[config.mk]
export PLATFORM = sky130hd
export DESIGN_NAME = mips_timer
export DESIGN_NICKNAME = d
export VERILOG_FILES = /design/src/rtl/mips_timer.sv
export SDC_FILE = /design/constraint.sdc
export NUM_CORES = 1
export LEC_CHECK = 0
export CAP_MARGIN = 20
export CORE_MARGIN = 2
export CORE_UTILIZATION = 50
export DETAILED_ROUTE_END_ITERATION = 7
export PLACE_DENSITY_LB_ADDON = 0.25
export SYNTH_ARGS = -nofsm -noshare
export SYNTH_HDL_FRONTEND = slang
export SYNTH_SLANG_ARGS = --single-unit
export TNS_END_PERCENT = 30
[constraint.sdc]
create_clock -name clk -period 2.8 [get_ports clk]
set_input_delay 0.56 -clock clk [delete_from_list [all_inputs] [get_ports clk]]
set_output_delay 0.56 -clock clk [all_outputs]
set_load 0.01 [all_outputs]
[src/rtl/mips_timer.sv]
// Memory-mapped down-counter timer. Three registers are decoded from addr[3:2]:
// CTRL {IM, MODE[1:0], EN}, PRESET (read/write) and COUNT (read-only).
// COUNT loads from PRESET and counts down to 0, then sets a pending interrupt.
// MODE 2'b01 reloads automatically; every other MODE value stops after one count.
//
// state | meaning
// ------+----------------------------------------------------------------
// IDLE  | waiting for CTRL.EN; arming clears the pending interrupt
// LOAD  | copy PRESET into COUNT
// CNT   | decrement COUNT; leaving at COUNT<=1 sets the pending interrupt
// INT   | one-shot: drop EN, keep the interrupt pending; auto: drop pending
module mips_timer #(
  parameter int WIDTH = 32
) (
  input  logic        clk,
  input  logic        reset_n,
  input  logic [31:0] addr,
  input  logic        we,
  input  logic [31:0] wd,
  output logic [31:0] rd,
  output logic        irq
);

  typedef enum logic [1:0] {
    S_IDLE = 2'd0,
    S_LOAD = 2'd1,
    S_CNT  = 2'd2,
    S_INT  = 2'd3
  } state_t;

  localparam logic [1:0] OFS_CTRL   = 2'd0;
  localparam logic [1:0] OFS_PRESET = 2'd1;
  localparam logic [1:0] OFS_COUNT  = 2'd2;

  state_t             state_q, state_d;
  logic [3:0]         ctrl_q, ctrl_d;
  logic [WIDTH-1:0]   preset_q, preset_d;
  logic [WIDTH-1:0]   count_q, count_d;
  logic               irq_pend_q, irq_pend_d;

  logic               ctrl_en;
  logic               ctrl_im;
  logic               mode_auto;
  logic               fsm_clr_en;
  logic               unused_bits;

  assign ctrl_en   = ctrl_q[0];
  assign ctrl_im   = ctrl_q[3];
  assign mode_auto = (ctrl_q[2:1] == 2'b01);

  // Only addr[3:2] is decoded; the rest of the bus is ignored on purpose.
  assign unused_bits = ^{addr[31:4], addr[1:0], wd};

  // State and register file flops; reset clears everything asynchronously.
  always_ff @(posedge clk or negedge reset_n) begin
    if (!reset_n) begin
      state_q    <= S_IDLE;
      ctrl_q     <= 4'd0;
      preset_q   <= '0;
      count_q    <= '0;
      irq_pend_q <= 1'b0;
    end else begin
      state_q    <= state_d;
      ctrl_q     <= ctrl_d;
      preset_q   <= preset_d;
      count_q    <= count_d;
      irq_pend_q <= irq_pend_d;
    end
  end

  // Next-state logic: FSM first, then CPU writes so a CTRL write overrides
  // the one-shot EN clear issued in the same cycle.
  always_comb begin
    state_d    = state_q;
    ctrl_d     = ctrl_q;
    preset_d   = preset_q;
    count_d    = count_q;
    irq_pend_d = irq_pend_q;
    fsm_clr_en = 1'b0;

    case (state_q)
      S_IDLE: begin
        if (ctrl_en) begin
          state_d    = S_LOAD;
          irq_pend_d = 1'b0;
        end
      end
      S_LOAD: begin
        count_d = preset_q;
        state_d = S_CNT;
      end
      S_CNT: begin
        if (!ctrl_en) begin
          state_d = S_IDLE;
        end else if (count_q > WIDTH'(1)) begin
          count_d = count_q - WIDTH'(1);
        end else begin
          count_d    = '0;
          irq_pend_d = 1'b1;
          state_d    = S_INT;
        end
      end
      S_INT: begin
        if (mode_auto) begin
          irq_pend_d = 1'b0;
        end else begin
          fsm_clr_en = 1'b1;
        end
        state_d = S_IDLE;
      end
      default: state_d = S_IDLE;
    endcase

    if (fsm_clr_en) begin
      ctrl_d[0] = 1'b0;
    end

    if (we && (addr[3:2] == OFS_CTRL)) begin
      ctrl_d = wd[3:0];
    end
    if (we && (addr[3:2] == OFS_PRESET)) begin
      preset_d = wd[WIDTH-1:0];
    end
  end

  // Read mux, zero-extended; the reserved offset reads as zero.
  always_comb begin
    rd = 32'd0;
    case (addr[3:2])
      OFS_CTRL:   rd = {28'd0, ctrl_q};
      OFS_PRESET: rd = 32'(preset_q);
      OFS_COUNT:  rd = 32'(count_q);
      default:    rd = 32'd0;
    endcase
  end

  assign irq = ctrl_im & irq_pend_q;

endmodule

==> results by group <==
Cells and area
  – Design area: between 5000 and 6000 um^2
  – Layout fillers: roughly 660
  – # diodes: 0
  – Multi-input gate area: 2170 um^2
  – Nets: approximately 560
  – Fin cells: roughly 600
  – Fraction of layout instances using a drive strength above 1: 18.5%
  – Core Util, Final: 67.2%
  – Area occupied by registers: 1780 um^2
  – Area growth syn-to-layout: 28.9%

Critical path
  – Worst path arrival time: 1.97 ns
  – CP max FO: 16
  – Kind of critical path: in2out
  – Worst setup startpoint: addr[2]
  – Element type at the critical path start: primary input
  – Worst reg2reg path depth: 5
  – CP endpoint kind: primary output
  – Worst r2r src: count_q[17]
  – R2r endpoint: count_q[31]
  – Required time of the critical path: between 2 and 2.5 ns
  – Register-to-register setup slack: 0.33 ns
  – CP Capture Point: rd[29]

Clock network
  – Reg clk slew, reported paths: roughly 0.07 ns
  – Postcts setup bufs: 0
  – Clock tree sinks: 71
  – CTS Buf Count: 9
  – Worst-case clock buffer depth: 2
  – # hold bufs at CTS: 0
  – Clock root buffer: clkbuf_8
  – CTS tree: built
  – Skew-Pair Late Insertion Delay: about 0.36 ns
  – H-tree depth: 3

Timing
  – Highest attainable clock frequency: approximately 0.4 GHz
  – Worst-Margin Slew: 0.565 ns
  – Tmin final: 2.53 ns
  – Count of pins over their slew limit: 0
  – Clock Skews: between 0.007 and 0.008 ns
  – Finish-stage setup viols: 0
  – Setup TNS: 0 ns
  – Final Hold Viols: 0
  – RSZ-0062 raised after global routing: no
  – Slew HR: 62.0%
  – Period utilisation layout: 90.3%

Drt
  – Drt total wl: 11.4 mm
  – Via-to-Cell Ratio: 6.31
  – Initial DRC Count: ~270
  – TritonRoute pass-1 iters: 7
  – DR vias: 3,750
  – Drc violations: 0
  – ANT nets after route: 0
  – Drt wl/cell: about 19 um

Synth
  – Post-Syn Area: 4090 um^2
  – Synth warn: 0
  – Mapped Nets: 486
  – Synth top area share: 43.4%
  – Most common cell in the netlist: dfrtp_1
  – Synth async-reset ratio: 100%
  – Syn_area_per_cell: 9.93 um^2
  – Synth Flop Type: dfrtp_1
  – Top cells by area, synth: dfrtp_1, mux2_2, a22o_1
  – Yosys reg bits: 71
  – Post-synth EDFFs: 0
  – Commonest cells in the netlist: dfrtp_1, mux2_2, a22o_1
  – Dominant cell type by area after synthesis: dfrtp_1
  – Library cells used by synthesis: 54
  – Syn Inst Count: 412
  – Post-synthesis sequential area ratio: 43.4%

Pwr
  – Power per Cell Area: 893 nW/um^2
  – Leakage: 2.14 nW
  – Max VDD drop: 435 uV
  – Tot Pwr: 4.71 mW

Global routing
  – Global-route wire length before repair: 18.0 mm
  – Vias in the first global route: between 3,000 and 4,000
  – Largest net degree at the start of global routing: 42
  – Initial antenna violation count: 0
  – Global route total overflow: 0
  – GRT Util Overall: 25.9%

Outcome
  – Status: complete, no violations

Job
  – Max-Cap Viols: 0

Floorplan
  – FP Rows: 32
  – Die area: 8920 um^2
  – Die width: 94.5 um
  – Die Ht: 94.5 um
  – # IOs: 100
  – Starting Density: 52.1%
  – Core area: 7850 um^2

Place
  – Final Wtd Congestion: 0.892
  – Detailed placement HPWL: 7.52 mm
  – IO buf count: 69
  – Dpl cells: slightly below 600
  – Placed cell area: 5040 um^2

Worst hold path
  – Worst min path class: in2async
[cells in the final DEF (no fill, tap or decap), types with 3 or more instances in the layout]
cell type        count
o22ai_1              4
nand2_1             31
ha_1                 7
nor3b_1              3
buf_12               3
or4_1                5
a22o_1              32
a32oi_1              3
or3_1                7
nand2b_1             4
inv_1                7
mux2i_1              6
clkbuf_8            12
o211ai_1             5
o21ai_0             15
nor3_1               8
o31ai_1             10
nor4_1               9
nand3b_1             4
a31oi_1              7
nand4_1              4
buf_4               27
nor2_1              19
nand3_1             16
nand4b_1             4
a22oi_1             12
clkdlybuf4s50_1     66
and2_1               5
mux2_2              35
a21oi_1             10
o311ai_0             5
dfrtp_1             71
[per-layer routing]
metal  vias to the layer above  wire length, um  global-route usage, %  part of all wire, %
met4                         0              222                   10.6                  2.0
met2                       174             5380                   40.6                   47
met3                        26              801                   5.19                  7.0
met5                         -                0                      0                    0
met1                      1813             4970                   35.3                   44
li1                       1737                -                      -                    -
[logic make-up after synthesis]
kind of cell	count (synthesis)	synth area share, %
fa+ha+maj	7	2.14
compound gates	120	21.9
flops	71	43.4
mux	41	11.1
buf+inv	41	3.94
simple gates	132	17.5
[worst max-delay path, cell delays in order]
cell and delay (ns):
dlymetal6s2s_1 0.17, nor2b_4 0.31, clkbuf_16 0.24, a22o_1 0.14
clkdlybuf4s50_1 0.53
[flip-flops by register name, summed over array words and instances (netlist names)]
| signal | count |
|---|---|
| state_q | 2 |
| count_q | 32 |
| ctrl_q | 4 |
| irq_pend_q | 1 |
| preset_q | 32 |
[worst min-delay path by stage]
stage	slack, ns	to
CTS	0.23	irq_pend_q
finish	0.22	ctrl_q[3]
global route	0.26	preset_q[3]
global placement	0.49	irq_pend_q
floorplan	0.26	count_q[0]
detailed placement	0.51	irq_pend_q
[what timing repair did]
action,CTS,global route
setup endpoints to repair,6,32
gates resized for setup,0,4
cloned,0,2
[cell type report]
cell class              count  share of cell area [%]
clock buffers              12                    3.13
inverters                   7                   0.498
repair buffers            101                    19.0
flip-flops and latches     71                    33.7
well taps                 102                    2.42
clock inverters             1                  0.0949
multi-input cells         300                    41.2
[power by group]
| group | internal, mW | switching [mW] | leakage (nW) | total, mW |
|---|---|---|---|---|
| combinational | 1.04 | 1.08 | 1.19 | 2.12 |
| clock | 0.378 | 0.372 | 0.0902 | 0.750 |
| sequential | 1.38 | 0.458 | 0.855 | 1.84 |
| total | 2.80 | 1.91 | 2.14 | 4.71 |
[stage by stage]
stage | setup WS, ns | hold WS [ns]
detailed placement | -0.0115 | 0.507
global placement | 0.0130 | 0.487
global route | 0.181 | 0.258
floorplan | 0.348 | 0.264
CTS | -0.0114 | 0.235
finish | 0.272 | 0.223
Power figures use the tool's default switching activity.
